## src/rtl/parking_keypad_entry.sv

```systemverilog
// Keypad front-end: synchronizes and debounces raw key presses, assembles up to
// two decimal digits into a binary password and strobes it out on ENTER.
module parking_keypad_entry #(
    parameter int DEBOUNCE_CYCLES = 4,
    parameter int TIMEOUT_CYCLES  = 2000
) (
    input  logic       clk,
    input  logic       rst,
    input  logic       key_valid,
    input  logic [3:0] key_code,
    output logic [7:0] psswrd_atmpt,
    output logic       try_psswrd,
    output logic [1:0] digit_count,
    output logic       entry_error,
    output logic       busy,
    output logic [1:0] dbg_key_state_o
);
    localparam int CW = $clog2(DEBOUNCE_CYCLES + 1);
    localparam int TW = $clog2(TIMEOUT_CYCLES + 1);

    typedef enum logic [1:0] {
        K_WAIT_RELEASE = 2'd0,
        K_RELEASED     = 2'd1,
        K_WAIT_PRESS   = 2'd2,
        K_PRESSED      = 2'd3
    } key_state_t;

    typedef enum logic [1:0] {
        E_IDLE = 2'd0,
        E_D1   = 2'd1,
        E_D2   = 2'd2
    } entry_state_t;

    logic         ks_meta_q, ks_q;
    key_state_t   key_q, key_d;
    logic [CW-1:0] dcnt_q, dcnt_d;
    logic         press_evt;
    logic         evt_q;
    logic [3:0]   code_q;

    entry_state_t ent_q, ent_d;
    logic [7:0]   acc_q, acc_d;
    logic [TW-1:0] tmo_q, tmo_d;
    logic [7:0]   pw_q, pw_d;
    logic         try_q, try_d;
    logic         err_q, err_d;

    always_ff @(posedge clk) begin
        if (rst) begin
            ks_meta_q <= 1'b0;
            ks_q      <= 1'b0;
            key_q     <= K_WAIT_RELEASE;
            dcnt_q    <= '0;
            evt_q     <= 1'b0;
            code_q    <= 4'd0;
            ent_q     <= E_IDLE;
            acc_q     <= 8'd0;
            tmo_q     <= '0;
            pw_q      <= 8'd0;
            try_q     <= 1'b0;
            err_q     <= 1'b0;
        end else begin
            ks_meta_q <= key_valid;
            ks_q      <= ks_meta_q;
            key_q     <= key_d;
            dcnt_q    <= dcnt_d;
            evt_q     <= press_evt;
            if (press_evt) begin
                code_q <= key_code;
            end
            ent_q     <= ent_d;
            acc_q     <= acc_d;
            tmo_q     <= tmo_d;
            pw_q      <= pw_d;
            try_q     <= try_d;
            err_q     <= err_d;
        end
    end

    // Debounce: a press is only armed after a debounced release, so holding never repeats.
    always_comb begin
        key_d     = key_q;
        dcnt_d    = dcnt_q;
        press_evt = 1'b0;
        case (key_q)
            K_WAIT_RELEASE: begin
                if (ks_q) begin
                    dcnt_d = '0;
                end else if (dcnt_q == CW'(DEBOUNCE_CYCLES - 1)) begin
                    key_d  = K_RELEASED;
                    dcnt_d = '0;
                end else begin
                    dcnt_d = dcnt_q + CW'(1);
                end
            end
            K_RELEASED: begin
                if (ks_q) begin
                    key_d  = K_WAIT_PRESS;
                    dcnt_d = CW'(1);
                end
            end
            K_WAIT_PRESS: begin
                if (!ks_q) begin
                    key_d  = K_RELEASED;
                    dcnt_d = '0;
                end else if (dcnt_q == CW'(DEBOUNCE_CYCLES - 1)) begin
                    press_evt = 1'b1;
                    key_d     = K_PRESSED;
                    dcnt_d    = '0;
                end else begin
                    dcnt_d = dcnt_q + CW'(1);
                end
            end
            K_PRESSED: begin
                if (!ks_q) begin
                    key_d  = K_WAIT_RELEASE;
                    dcnt_d = CW'(1);
                end
            end
            default: begin
                key_d  = K_WAIT_RELEASE;
                dcnt_d = '0;
            end
        endcase
    end

    // Entry: a registered key event outranks a timeout landing in the same cycle.
    always_comb begin
        ent_d = ent_q;
        acc_d = acc_q;
        tmo_d = tmo_q;
        pw_d  = pw_q;
        try_d = 1'b0;
        err_d = 1'b0;
        if (evt_q) begin
            tmo_d = '0;
            if (code_q <= 4'd9) begin
                case (ent_q)
                    E_IDLE: begin
                        acc_d = {4'd0, code_q};
                        ent_d = E_D1;
                    end
                    E_D1: begin
                        acc_d = acc_q * 8'd10 + {4'd0, code_q};
                        ent_d = E_D2;
                    end
                    default: err_d = 1'b1;
                endcase
            end else if (code_q == 4'hA) begin
                acc_d = 8'd0;
                ent_d = E_IDLE;
            end else if (code_q == 4'hB) begin
                if (ent_q != E_IDLE) begin
                    pw_d  = acc_q;
                    try_d = 1'b1;
                    acc_d = 8'd0;
                    ent_d = E_IDLE;
                end else begin
                    err_d = 1'b1;
                end
            end
        end else if (ent_q != E_IDLE) begin
            if (tmo_q == TW'(TIMEOUT_CYCLES - 1)) begin
                tmo_d = '0;
                acc_d = 8'd0;
                ent_d = E_IDLE;
                err_d = 1'b1;
            end else begin
                tmo_d = tmo_q + TW'(1);
            end
        end else begin
            tmo_d = '0;
        end
    end

    assign psswrd_atmpt    = pw_q;
    assign try_psswrd      = try_q;
    assign entry_error     = err_q;
    assign digit_count     = ent_q;
    assign busy            = (ent_q != E_IDLE);
    assign dbg_key_state_o = key_q;
endmodule

```

## config.mk

```make
export PLATFORM = sky130hd
export DESIGN_NAME = parking_keypad_entry
export DESIGN_NICKNAME = d
export VERILOG_FILES = /design/src/rtl/parking_keypad_entry.sv
export SDC_FILE = /design/constraint.sdc
export NUM_CORES = 1
export LEC_CHECK = 0
export CELL_PAD_IN_SITES_DETAIL_PLACEMENT = 0
export CELL_PAD_IN_SITES_GLOBAL_PLACEMENT = 1
export CORE_AREA = 2 2 71 73
export CTS_CLUSTER_SIZE = 40
export DETAILED_ROUTE_END_ITERATION = 10
export DIE_AREA = 0 0 73 75
export PLACE_DENSITY = 0.78
export SYNTH_ARGS = -nofsm -noshare
export SYNTH_HDL_FRONTEND = slang
export SYNTH_SLANG_ARGS = --single-unit
```

## constraint.sdc

```tcl
create_clock -name clk -period 4.45 [get_ports clk]
set_clock_uncertainty 0.2 [all_clocks]
set_input_delay 0.89 -clock clk [delete_from_list [all_inputs] [get_ports clk]]
set_output_delay 0.89 -clock clk [all_outputs]
set_load 0.01 [all_outputs]
```

**Word-level counts from Yosys, hierarchy flattened**

Index checks and enable logic that the tools add are counted.

- Flip-flop bits (word level): 43
- Output and inout port bits: 15
- Word-level logic and storage cells: 91
- Input bits: 7

- Reductions and logical operators: 12
- $lt $le $gt $ge: 1
- Add/sub/neg operators: 3
- Bitwise logic cells: 5
- Equality and inequality tests: 16
- Multiply operators: 1
- Multiplexer cells: 41

Operators by type and width:

| kind | number |
|---|---|
| 8-bit 2-to-1 mux | 7 |
| 2-bit 2-to-1 mux | 13 |
| 8-bit case mux with 2 select lines | 1 |
| 3-bit 2-to-1 mux | 5 |
| 5-bit AND reduction | 3 |
| 1-bit 2-to-1 mux | 12 |
| 3-bit case mux with 4 select lines | 1 |
| 11-bit by 1-bit adder with 11-bit output (second input constant) | 1 |
| 11-bit equality test (second input constant) | 1 |
| 8-bit by 4-bit adder with 8-bit output | 1 |
| 4-bit equality test (second input constant) | 2 |
| 8-bit by 3-bit multiplier with 7-bit output (second input constant) | 1 |
| 2-bit != test (second input constant) | 4 |
| 2-bit case mux with 4 select lines | 1 |
| 2-bit nonzero test | 3 |
| 1-bit NOT | 5 |
| 5-bit OR reduction | 1 |
| 2-bit by 1-bit equality test with 1-bit output (second input constant) | 2 |
| 2-bit equality test (second input constant) | 2 |
| 4-bit less-or-equal comparator (second input constant) | 1 |
| 2-bit logical NOT | 2 |
| 4-bit by 1-bit != test with 1-bit output (second input constant) | 1 |
| 4-bit by 2-bit != test with 1-bit output (second input constant) | 1 |
| 4-bit != test (second input constant) | 1 |
| 7 further kinds | 7 |

**Longest topological paths before layout**

- Depth after elaboration: 6
- Mapped depth: 9
- Depth with buffers taken out: 9

**Worst setup path before layout**

Ideal clock, no wire load.

- Path kind: flip-flop to flip-flop
- From: register acc_q[1]
- To: register acc_q[7]
- Data arrival time: 2.055 ns
- Path slack: 2.067 ns
- Cell stages (with the launch flop): 10
- Library setup time: 0.128 ns
- Data required time: 4.122 ns
- Path buffers: 0
- Period minus slack after synthesis: 2.383 ns
- Cells stage by stage: dfxtp_1 > ha_1 > ha_1 > inv_1 > fa_1 > xnor2_1 > o2111ai_1 > xnor3_1 > a22oi_1 > nor2_1

- Word-level cells in the longest chain between the ends: 5

RTL lines:

| what | line | text |
|---|---|---|
| start, declared | 42 | `logic [7:0] acc_q, acc_d;` |
| start signal, assigned | 57 | `acc_q <= 8'd0;` |
| start signal, assigned | 72 | `acc_q <= acc_d;` |
| 8-bit by 3-bit multiplier with 7-bit output | 144 | `acc_d = acc_q * 8'd10 + {4'd0, code_q};` |
| 8-bit by 4-bit adder with 8-bit output | 144 |  |
| 8-bit case mux with 2 select lines | 138 | `case (ent_q)` |
| 8-bit 2-to-1 mux | 137 | `if (code_q <= 4'd9) begin` |
| 8-bit 2-to-1 mux | 135 | `if (evt_q) begin` |

Every way passes these cells.
A chain may end at the register's enable or synchronous reset.

**Worst setup path in the final report**

- From: register ent_q[1], in the netlist digit_count[1]
- To: output port busy

- Word-level cells in the longest chain between the ends: 1

RTL lines:

| what | line | text |
|---|---|---|
| start, declared | 41 | `entry_state_t ent_q, ent_d;` |
| start signal, assigned | 71 | `ent_q <= ent_d;` |
| 2-bit nonzero test | 180 | `assign busy = (ent_q != E_IDLE);` |
| end, declared | 15 | `output logic busy,` |

Every way passes these cells.

==> metrics.yaml <==
worst_setup_path:
  cp.arrival_ns: 1.61
  required_ns: 3.36
  critPathMaxStageDelay_ns: 0.54
  worstSetupStartpointType: "register"
  worstSetupEndpointType: "output port"
  crit_slowest_cell: "clkdlybuf4s50_1"
  cp_cell_sequence: "nor2_1 -> inv_1 -> clkdlybuf4s50_1"
  path_class: "register to output port"
  path_max_fanout: 7
yosys:
  yosysWarningCount: 0
  synth.avg_cell_area_sq_um: 9.311
  synth_top_area_cell: "dfxtp_1"
  synth_area_leaders: "dfxtp_1, ha_1, mux2i_1"
  syn_nets: 243
  netlist_area_sq_um: 2067
  netlist_instances: 222
  ys_async_sr_fraction_pct: 0
  seq_area_frac_synth_pct: 41.65
  synth_top_cell_area_share_pct: 41.65
  ys.flop_type: "dfxtp_1"
  synth_cell_types: 38
  ys_ff_latch: 43
  synth_enable_flop_cells: 0
floorplanning:
  row_count: 25
  die_width_microns: 73
  start_util_pct: 44.35
  io-pin-count: 22
  core_sq_um: 4661
  fp.dieH_microns: 75
  die_area_sq_um: 5475
clocking:
  post-cts-setup-buffer-count: 0
  cts-resized-gates: 0
  cts-root-buf: "clkbuf_8"
  clock_latency_ns: 0.30
  cts_sinks: 43
  cts_buffers: 5
  clkTransAtPathRegs_ns: 0.08
  cts_tree: "yes"
  cts_buffer_depth: 2
  ctsHoldBuffers: 0
  cts_htree_levels: 2
power_and_ir_drop:
  total_power_mw: 0.7275
  ir_worst_vdd_uv: 192.1
  power_density_nw_per_um2: 298.8
  p_comb_share_pct: 3.3
  switching_share_pct: 19.85
  power_switching_mw: 0.1444
  sequentialPowerShare_pct: 53.9
  clockPowerShare_pct: 42.9
  internal-power_mw: 0.5831
  p_leak_nw: 0.9077
placement:
  gp_congestion: 0.8026
  pre_cts_slack_ns: 1.723
  hpwlAfterDp_microns: 2631
  dp.cells: 290
  port-buffer-count: 21
worst_hold_path:
  timing.hold.worst.class: "register to register"
sta:
  maxSlewViolCount: 0
  period_minus_slack_ns: 2.698
  rsz0062_at_grt: "false"
  hold_violations: 0
  fin_crit_sh_pct: 60.63
  worst_pin_slew_ns: 0.6346
  fmax_mhz: 370.7
  setup_slack_ns: 1.752
  tns_ns: 0
  slew_headroom_pct: 57.69
  setup_violations: 0
run_status:
  status: "complete, no violations"
global_routing:
  grt_pass1_vias: 1399
  grt_overflow: 0
  grt_antenna_before_repair: 0
  grt_pass1_wl_microns: 6410
  grt_max_degree: 34
  grt_util_all_layers_pct: 15.31
routing:
  postRouteAntennaNets: 0
  drc_errors: 0
  drt_wl_total_microns: 3685
  drtIter0Drc: 60
  vias_per_cell: 5.107
  firstDrtPassIters: 4
  vias: 1522
  routedWlPerCell_microns: 12.37
final_layout:
  stdcell_count: 298
  antenna_cells: 0
  area_growth_syn_to_layout_pct: 17.80
  fin_nets: 264
  drive_gt1_share_pct: 6.557
  utilization_pct: 52.24
job:
  max-cap-violations: 0
[metrics by stage]
step                      cell area [sq um]  hold WS [ns]
after floorplan                        2067        0.2138
after CTS                              2435        0.2487
after global placement                 2317        0.2203
after global routing                   2435        0.2652
after detailed placement               2317        0.2295
final                                  2435        0.2437
[cells by family after synthesis]
family,after synthesis,share of synthesized area [%]
buffers and inverters,18,3.511
AOI/OAI and AO/OA,25,7.869
and+or+nand+nor,90,22.52
xor gates and xnor gates,16,7.445
muxes,16,7.808
adders and majority gates,14,9.201
DFF,43,41.65
[sequential cells by signal, indices dropped and copies added, names as in the netlist, 2 cells and up]
signal / count
tmo_q: 11
acc_q: 8
psswrd_atmpt: 8
code_q: 4
dcnt_q: 3
dbg_key_state_o: 2
digit_count: 2
[final cells by class]
class	instances	area (sq um)
clock inverter	2	35.03
inverter	10	37.54
fill	456	2226
clock buffer	6	82.58
tap	54	67.56
sequential	43	860.8
multi-input combinational	161	1134
timing repair buffer	22	217.7
[worst max-delay path, delay by kind of cell, from the launching register on]
kind                   cells  cell delay, ns
flip-flops                 1            0.52
buffers and inverters      2            0.65
AND/OR/NAND/NOR            1            0.15
[cell usage after synthesis (all sizes together) (4+ instances only)]
| master | instances |
|---|---|
| dfxtp | 43 |
| nor2 | 35 |
| nand2 | 17 |
| mux2i | 15 |
| ha | 12 |
| a21oi | 10 |
| inv | 10 |
| xnor2 | 10 |
| nand3 | 6 |
| nor2b | 6 |
| and3 | 5 |
| nor3 | 5 |
| xor2 | 5 |
| a22oi | 4 |
| buf | 4 |
| clkbuf | 4 |
| nand2b | 4 |
| o21ai | 4 |
| or3 | 4 |
[cell usage in the layout, fill, tap and decap left out, types with 5 or more instances in the layout]
master / netlist / final
clkdlybuf4s50_1: 0 / 21
xnor2_1: 10 / 10
nor2_1: 35 / 35
and3_1: 5 / 5
xor2_1: 5 / 5
a21oi_1: 10 / 10
ha_1: 12 / 12
inv_1: 10 / 10
nand2_1: 17 / 17
nand3_1: 6 / 6
dfxtp_1: 43 / 43
clkbuf_8: 0 / 6
mux2i_1: 15 / 15
nor2b_1: 5 / 5
[power groups by stage]
stage	sequential, mW	combinational [mW]	clock, mW
after global placement	0.401	0.0237	0
after floorplan	0.401	0.0140	0
after global routing	0.392	0.0276	0.337
after detailed placement	0.401	0.0241	0
final	0.392	0.0237	0.312
after CTS	0.392	0.0241	0.321
[routing by layer]
| metal | up-vias | GRT usage, % | share of wire, % |
|---|---|---|---|
| li1 | 797 | - | - |
| met1 | 695 | 21.65 | 54 |
| met2 | 23 | 21.92 | 42 |
| met3 | 7 | 3.614 | 3.0 |
| met4 | 0 | 7.407 | 1.6 |
| met5 | - | 0 | 0 |
[path summary, 6_finish.rpt]
kind,startpoint,slack (ns),depth (start not counted),end
worst min register to register,ks_meta_q,0.24,1,ks_q
worst max-delay path,digit_count[1],1.75,3,busy
worst min-delay path,ks_meta_q,0.24,1,ks_q
worst max register to register,acc_q[1],1.86,9,acc_q[7]
(Power assumes the default switching activity.)
